<file path="config.mk">
export PLATFORM = sky130hd
export DESIGN_NAME = addsub_seq
export DESIGN_NICKNAME = d
export VERILOG_FILES = /design/src/rtl/addsub_slice.sv /design/src/rtl/addsub_seq.sv
export SDC_FILE = /design/constraint.sdc
export NUM_CORES = 1
export LEC_CHECK = 0
export ABC_CLOCK_PERIOD_IN_PS = 3700
export BUFFER_PORTS_ARGS = -buffer_cell sky130_fd_sc_hd__buf_2
export CAP_MARGIN = 20
export CORE_MARGIN = 3
export CORE_UTILIZATION = 55
export DETAILED_ROUTE_END_ITERATION = 10
export PLACE_DENSITY_LB_ADDON = 0.2
export SYNTH_ARGS = -nofsm -noshare
export SYNTH_HDL_FRONTEND = slang
export SYNTH_SLANG_ARGS = --single-unit
</file>
<file path="constraint.sdc">
create_clock -name clk -period 3.7 [get_ports clk]
set_input_delay 0.74 -clock clk [delete_from_list [all_inputs] [get_ports clk]]
set_output_delay 0.74 -clock clk [all_outputs]
set_load 0.005 [all_outputs]
</file>
<file path="src/rtl/addsub_slice.sv">
// One CHUNK-bit slice of the sequential adder/subtractor.
// Ports: a, b, cin in; s, cout (slice carry-out), cmsb (carry into top bit) out.
module addsub_slice #(
    parameter int CHUNK = 4
) (
    input  logic [CHUNK-1:0] a,
    input  logic [CHUNK-1:0] b,
    input  logic             cin,
    output logic [CHUNK-1:0] s,
    output logic             cout,
    output logic             cmsb
);

    logic [CHUNK:0] sum;

    assign sum  = {1'b0, a} + {1'b0, b} + {{CHUNK{1'b0}}, cin};
    assign s    = sum[CHUNK-1:0];
    assign cout = sum[CHUNK];
    // Carry into the top bit recovered from its sum bit; with CHUNK=1 this is cin.
    assign cmsb = a[CHUNK-1] ^ b[CHUNK-1] ^ s[CHUNK-1];

endmodule

</file>
<file path="src/rtl/addsub_seq.sv">
// Multi-cycle add/sub, CHUNK bits per clock, valid/ready on both sides.
// Ports: clk, rst_n, in_valid/in_ready, a, b, m, out_valid/out_ready, s, cout, ovf, zero, neg.
module addsub_seq #(
    parameter int WIDTH = 16,
    parameter int CHUNK = 4
) (
    input  logic             clk,
    input  logic             rst_n,
    input  logic             in_valid,
    output logic             in_ready,
    input  logic [WIDTH-1:0] a,
    input  logic [WIDTH-1:0] b,
    input  logic             m,
    output logic             out_valid,
    input  logic             out_ready,
    output logic [WIDTH-1:0] s,
    output logic             cout,
    output logic             ovf,
    output logic             zero,
    output logic             neg
);

    localparam int NCHUNK = WIDTH / CHUNK;
    localparam int IW     = (NCHUNK > 1) ? $clog2(NCHUNK) : 1;

    if (WIDTH < 2 || CHUNK < 1 || (WIDTH % CHUNK) != 0) begin : g_bad_params
        $fatal(1, "addsub_seq: WIDTH must be >= 2 and a multiple of CHUNK");
    end

    typedef enum logic [1:0] {
        IDLE = 2'd0,
        RUN  = 2'd1,
        DONE = 2'd2
    } state_t;

    state_t state, state_nxt;

    logic [WIDTH-1:0] a_q;
    logic [WIDTH-1:0] b_q;
    logic             c_q;
    logic [IW-1:0]    idx;
    logic [WIDTH-1:0] s_q;
    logic             cout_q;
    logic             ovf_q;
    logic             zero_q;
    logic             neg_q;

    logic [CHUNK-1:0] sl_a;
    logic [CHUNK-1:0] sl_b;
    logic [CHUNK-1:0] sl_s;
    logic             sl_cout;
    logic             sl_cmsb;
    logic [WIDTH-1:0] s_nxt;
    logic             last;

    addsub_slice #(.CHUNK(CHUNK)) u_slice (
        .a    (sl_a),
        .b    (sl_b),
        .cin  (c_q),
        .s    (sl_s),
        .cout (sl_cout),
        .cmsb (sl_cmsb)
    );

    // Slice select and result merge by idx, using constant part-selects.
    always_comb begin
        sl_a  = '0;
        sl_b  = '0;
        s_nxt = s_q;
        for (int i = 0; i < NCHUNK; i++) begin
            if (idx == IW'(i)) begin
                sl_a = a_q[i*CHUNK +: CHUNK];
                sl_b = b_q[i*CHUNK +: CHUNK];
                s_nxt[i*CHUNK +: CHUNK] = sl_s;
            end
        end
    end

    assign last = (idx == IW'(NCHUNK - 1));

    always_ff @(posedge clk or negedge rst_n) begin
        if (!rst_n) begin
            state <= IDLE;
        end else begin
            state <= state_nxt;
        end
    end

    always_comb begin
        state_nxt = state;
        unique case (state)
            IDLE:    if (in_valid) state_nxt = RUN;
            RUN:     if (last) state_nxt = DONE;
            DONE:    if (out_ready) state_nxt = IDLE;
            default: state_nxt = IDLE;
        endcase
    end

    always_ff @(posedge clk or negedge rst_n) begin
        if (!rst_n) begin
            a_q    <= '0;
            b_q    <= '0;
            c_q    <= 1'b0;
            idx    <= '0;
            s_q    <= '0;
            cout_q <= 1'b0;
            ovf_q  <= 1'b0;
            zero_q <= 1'b0;
            neg_q  <= 1'b0;
        end else begin
            unique case (state)
                IDLE: begin
                    if (in_valid) begin
                        a_q <= a;
                        // Subtract as a + ~b + 1: invert b here, inject 1 as carry.
                        b_q <= b ^ {WIDTH{m}};
                        c_q <= m;
                        idx <= '0;
                    end
                end
                RUN: begin
                    s_q <= s_nxt;
                    c_q <= sl_cout;
                    idx <= idx + 1'b1;
                    if (last) begin
                        cout_q <= sl_cout;
                        ovf_q  <= sl_cout ^ sl_cmsb;
                        zero_q <= (s_nxt == '0);
                        neg_q  <= s_nxt[WIDTH-1];
                    end
                end
                default: begin
                end
            endcase
        end
    end

    assign in_ready  = (state == IDLE);
    assign out_valid = (state == DONE);
    assign s         = s_q;
    assign cout      = cout_q;
    assign ovf       = ovf_q;
    assign zero      = zero_q;
    assign neg       = neg_q;

endmodule

</file>
======== Yosys cells after proc, flatten, opt, wreduce, memory -nomap -nowiden ========
Index checks and enable logic that the tools add are counted.
word-level totals
  register bits after elaboration ......... 57
  input port bits ......................... 37
  output and inout port bits .............. 22
cells by class
  add/subtract/negate cells ............... 3
  equal/unequal tests ..................... 8
  muxes and demuxes ....................... 20
  bitwise logic cells ..................... 4
  reductions and logical operators ........ 8
operator list
  kind                                                    number
  2-to-1 mux 4 bit                                        12
  logical NOT 16 bit                                      1
  bitwise XOR 16 bit                                      1
  2-to-1 mux 2 bit                                        4
  == test 2 bit (second input constant)                   3
  one-hot mux 2 bit (3 select lines)                      1
  AND reduction 2 bit                                     3
  adder 4 x 4 -> 5 bit                                    1
  adder 5 x 1 -> 5 bit                                    1
  == test 2 x 1 -> 1 bit (second input constant)          2
  logical NOT 2 bit                                       2
  inequality test 2 bit (second input constant)           2
  one-hot mux 2 bit (2 select lines)                      1
  AND reduction 3 bit                                     1
  bitwise XOR 1 bit                                       3
  adder 2 x 1 -> 2 bit (second input constant)            1
  inequality test 2 x 1 -> 1 bit (second input constant)  1
  one-hot mux 1 bit (2 select lines)                      1
  nonzero test 2 bit                                      1
  2-to-1 mux 1 bit                                        1

======== Logic depth before layout (Yosys ltp) ========
  depth after elaboration ................. 9
  mapped depth ............................ 14
  gate-level depth less buffers ........... 13

======== Modules after synthesis ========
Synthesis repeated with hierarchy kept, for this count alone.
second synthesis, totals
  cell total of the unflattened synthesis .. 297
  area total of the unflattened synthesis .. 2839.0 um^2
by module, submodules not included
  module        times used  cells an instance  area each (um^2)  seq. area each (um^2)
  addsub_seq    1           280                2697.6            1426.4
  addsub_slice  1           17                 141.4             0.0

======== Worst setup path after synthesis ========
Ideal clock, no wire load.
  kind .................................... register -> register
  from .................................... reg idx[0]
  to ...................................... reg zero_q (netlist: zero)
  arrival ................................. 2.816 ns
  required time ........................... 3.567 ns
  setup slack ............................. 0.751 ns
  cell stages (with the launch flop) ...... 14
  path buffers ............................ 2
  clock period less this slack ............ 2.949 ns
  path through ............................ dfrtp_1 ha_1 buf_2 buf_2 a221oi_1 nor3_1 a21oi_1 fa_1 inv_1 fa_1 xnor2_2 a31o_2 a41oi_1 nor3b_2
between the ends
  longest elaborated chain between the ends .. 9
  elaborated cells on any way between the ends .. 20
ends and longest elaborated chain
  what                            line                RTL
  start, declared                 addsub_seq.sv:41    logic [IW-1:0] idx;
  start signal, assigned          addsub_seq.sv:124   idx <= idx + 1'b1;
  logical NOT 2 bit               addsub_seq.sv:71    if (idx == IW'(i)) begin
  2-to-1 mux 4 bit (4 in series)  addsub_seq.sv:71
  adder 4 x 4 -> 5 bit            addsub_slice.sv:16  assign sum = {1'b0, a} + {1'b0, b} + {{CHUNK{1'b0}}, cin};
  adder 5 x 1 -> 5 bit            addsub_slice.sv:16
  2-to-1 mux 4 bit                addsub_seq.sv:71
  logical NOT 16 bit              addsub_seq.sv:128   zero_q <= (s_nxt == '0);
  end signal, assigned            addsub_seq.sv:128
  end, declared                   addsub_seq.sv:45    logic zero_q;
Parallel ways exist; a longest one is shown, timed or not.
A chain may end at the register's enable or synchronous reset.

======== Worst setup path in the final report ========
Same ends and word-level chain as after synthesis.

==> results.ini <==
[setup_path]
cp-start-kind=flip-flop
cp_max_fo=15
arrival_ns=3.44
crit_buf_inv=2
cp-end-kind=flip-flop
path_class=reg2reg
path_cells=inv_1, ha_1, nor2b_1, nor3_1, a21oi_1, fa_1, inv_1, fa_1, xnor2_2, a31o_2, a41oi_1, nor3b_2
cp_slowest_cell=ha_1
slowest_delay_ns=0.49
worstPathRequired_ns=3.90
critPathTopFamily=adder cells

[yosys]
avgSynthCellArea_um2=9.07
seq_area_frac_synth=0.490
synth.top_cell.area_share=0.490
synth_nets=367
yosys_register_bits=57
synthCells=321
ys_top_cells_by_area=dfrtp_1, nand2_1, a21oi_1, o21ai_0, xnor2_1
synth_top_cell_by_area=dfrtp_1
syn_area_um2=2910
ys_types=38
yosysWarningCount=0

[timing]
min_period_over_period=0.876
tightest_slew_ns=0.752
rsz0062_at_grt=no
hold_violations=0
fin_crit_ns=3.24
setup_viol=0
tns_ns=0
timing.fmax_ghz=0.309
fin_ws_ns=0.461
slew_headroom=0.498
clock_skew_ns=0.00410
finalMaxSlewViolations=0

[floorplan]
die_h_um=78.8
die-area_um2=6200
core-area_um2=4910
num_rows=25
io_pins=59
die_w_um=78.8
start_util=0.593

[clocking]
cts_buffer_depth=2
htree_levels=3
numClockSinks=57
clk_latency_ns=0.33
cts_root_buffer=clkbuf_8
cts_tree=done
clk_pin_slew_worst_paths_ns=0.06
post-cts-setup-buffers=0
numCtsBuffers=9

[grt]
grt_pass1_wl_mm=10.8
grt_max_degree=52
grt_pass1_vias=2362
track_usage=0.227
antenna_found_initial=0
grt_overflow=0

[drt]
drtPass1Iterations=4
top_layer=met4
first_iter_violations=168
vias=2371
route.detailed.drc=0
wl_per_cell_um=14.0
wl_met1_mm=2.74
wl_met3_um=340
via_per_inst=5.28
wirelength_mm=6.27
final_antenna_net_count=0
wl_met2_mm=3.06

[layout]
drive_above_1_share=0.212
final_common_cell=nand2_1
antenna_cells=0
areaGrowthSynthToFinish_pct=17.2
nets=424
layout.cells.most_common_list=nand2_1, buf_2, dfrtp_1

[pwr]
ir_worst_vdd_mv=0.439
leakage_nw=1.64
power.density_nw_per_um2=1030

[job]
drv_cap=0

[run_status]
status=complete, no violations

[min_path]
worstHoldPathType=in2async

[place]
place_congestion=0.839
portBuffers=58
hpwl_mm=4.57
post-place-ws_ns=0.454

report_power, final:
part | leakage [nW] | internal, mW | switching (mW)
logic | 0.877 | 0.771 | 1.15
registers | 0.690 | 0.921 | 0.200
clock network | 0.0778 | 0.259 | 0.221
total | 1.64 | 1.95 | 1.57
path summary, 6_finish.rpt:
kind	startpoint	end	slack (ns)	cells past startpoint
min	rst_n	s[1]	0.47	1
min in group clk	s[15]	s[15]	0.47	2
max in group asynchronous	rst_n	b_q[11]	2.44	2
max reg2reg	idx[0]	zero	0.46	12
max	idx[0]	zero	0.46	12
min reg2reg	s[15]	s[15]	0.47	2
Yosys cell counts:
cell type	number
nor4_1	1
ha_1	7
o41ai_1	1
a221oi_1	4
nand3b_1	7
a2111oi_4	1
nand3_1	2
a21o_1	1
nor2_1	19
dfrtp_1	57
o21ai_0	28
a41oi_1	1
buf_2	7
nor3b_2	2
inv_1	8
fa_1	2
a21oi_1	30
a31oi_1	1
xnor2_2	1
a22oi_1	1
nand2_1	84
nand2b_1	4
o22a_1	1
xnor2_1	16
nor3_1	4
nor2b_1	8
nor4bb_1	2
clkbuf_1	9
or4_1	1
and2_1	1
a31o_2	1
nand3b_4	1
buf_4	1
o31ai_1	3
a21boi_0	1
or2b_1	1
xor2_1	1
o21ba_2	1
through the flow:
stage	cells	hold WS (ns)	total power, mW	util	area (um2)
floorplan	321	0.438	2.48	-	2910
global placement	434	0.456	2.96	0.662	3250
detailed placement	434	0.465	3.04	0.662	3250
CTS	449	0.479	3.54	0.694	3410
global route	449	0.498	3.86	0.695	3410
finish	449	0.473	3.52	0.695	3410
layer usage:
| metal | GRT usage | vias up |
|---|---|---|
| li1 | - | 1192 |
| met1 | 0.274 | 1096 |
| met2 | 0.380 | 71 |
| met3 | 0.0692 | 12 |
| met4 | 0.0874 | 0 |
| met5 | 0 | - |
worst reg2reg max path, cell delays in order (launching register included):
cell and delay [ns]:
dfrtp_1 0.42, inv_1 0.10, ha_1 0.49, nor2b_1 0.20, nor3_1 0.06, a21oi_1 0.22, fa_1 0.24, inv_1 0.06
fa_1 0.47, xnor2_2 0.23, a31o_2 0.28, a41oi_1 0.26, nor3b_2 0.08
registers in the layout, indices dropped and copies added, names as in the netlist:
register / count
s: 16
c_q: 1
a_q: 16
b_q: 16
cout: 1
zero: 1
ovf: 1
state: 2
neg: 1
idx: 2
kinds of logic (layout without fill, tap and decap cells):
kind of cell	after synthesis	in the layout	synth area share
AND/OR/NAND/NOR	137	137	0.219
AO/OA/AOI/OAI	75	75	0.154
flip-flops	57	57	0.490
buffers and inverters	25	86	0.0365
XOR/XNOR	18	18	0.0567
adder cells (fa/ha/maj)	9	9	0.0438
final cells by class:
class | instances | area, um2
clock buffers | 15 | 156
well taps | 67 | 83.8
inverters | 8 | 30.0
fillers | 399 | 1500
repair buffers | 63 | 328
flip-flops and latches | 57 | 1430
multi-input cells | 239 | 1390
what timing repair did:
| item | CTS | global route |
|---|---|---|
| hold buffers | 0 | 0 |
| gates resized for setup | 0 | 1 |
| setup endpoints to repair | 0 | 1 |
Power figures use the tool's default switching activity.
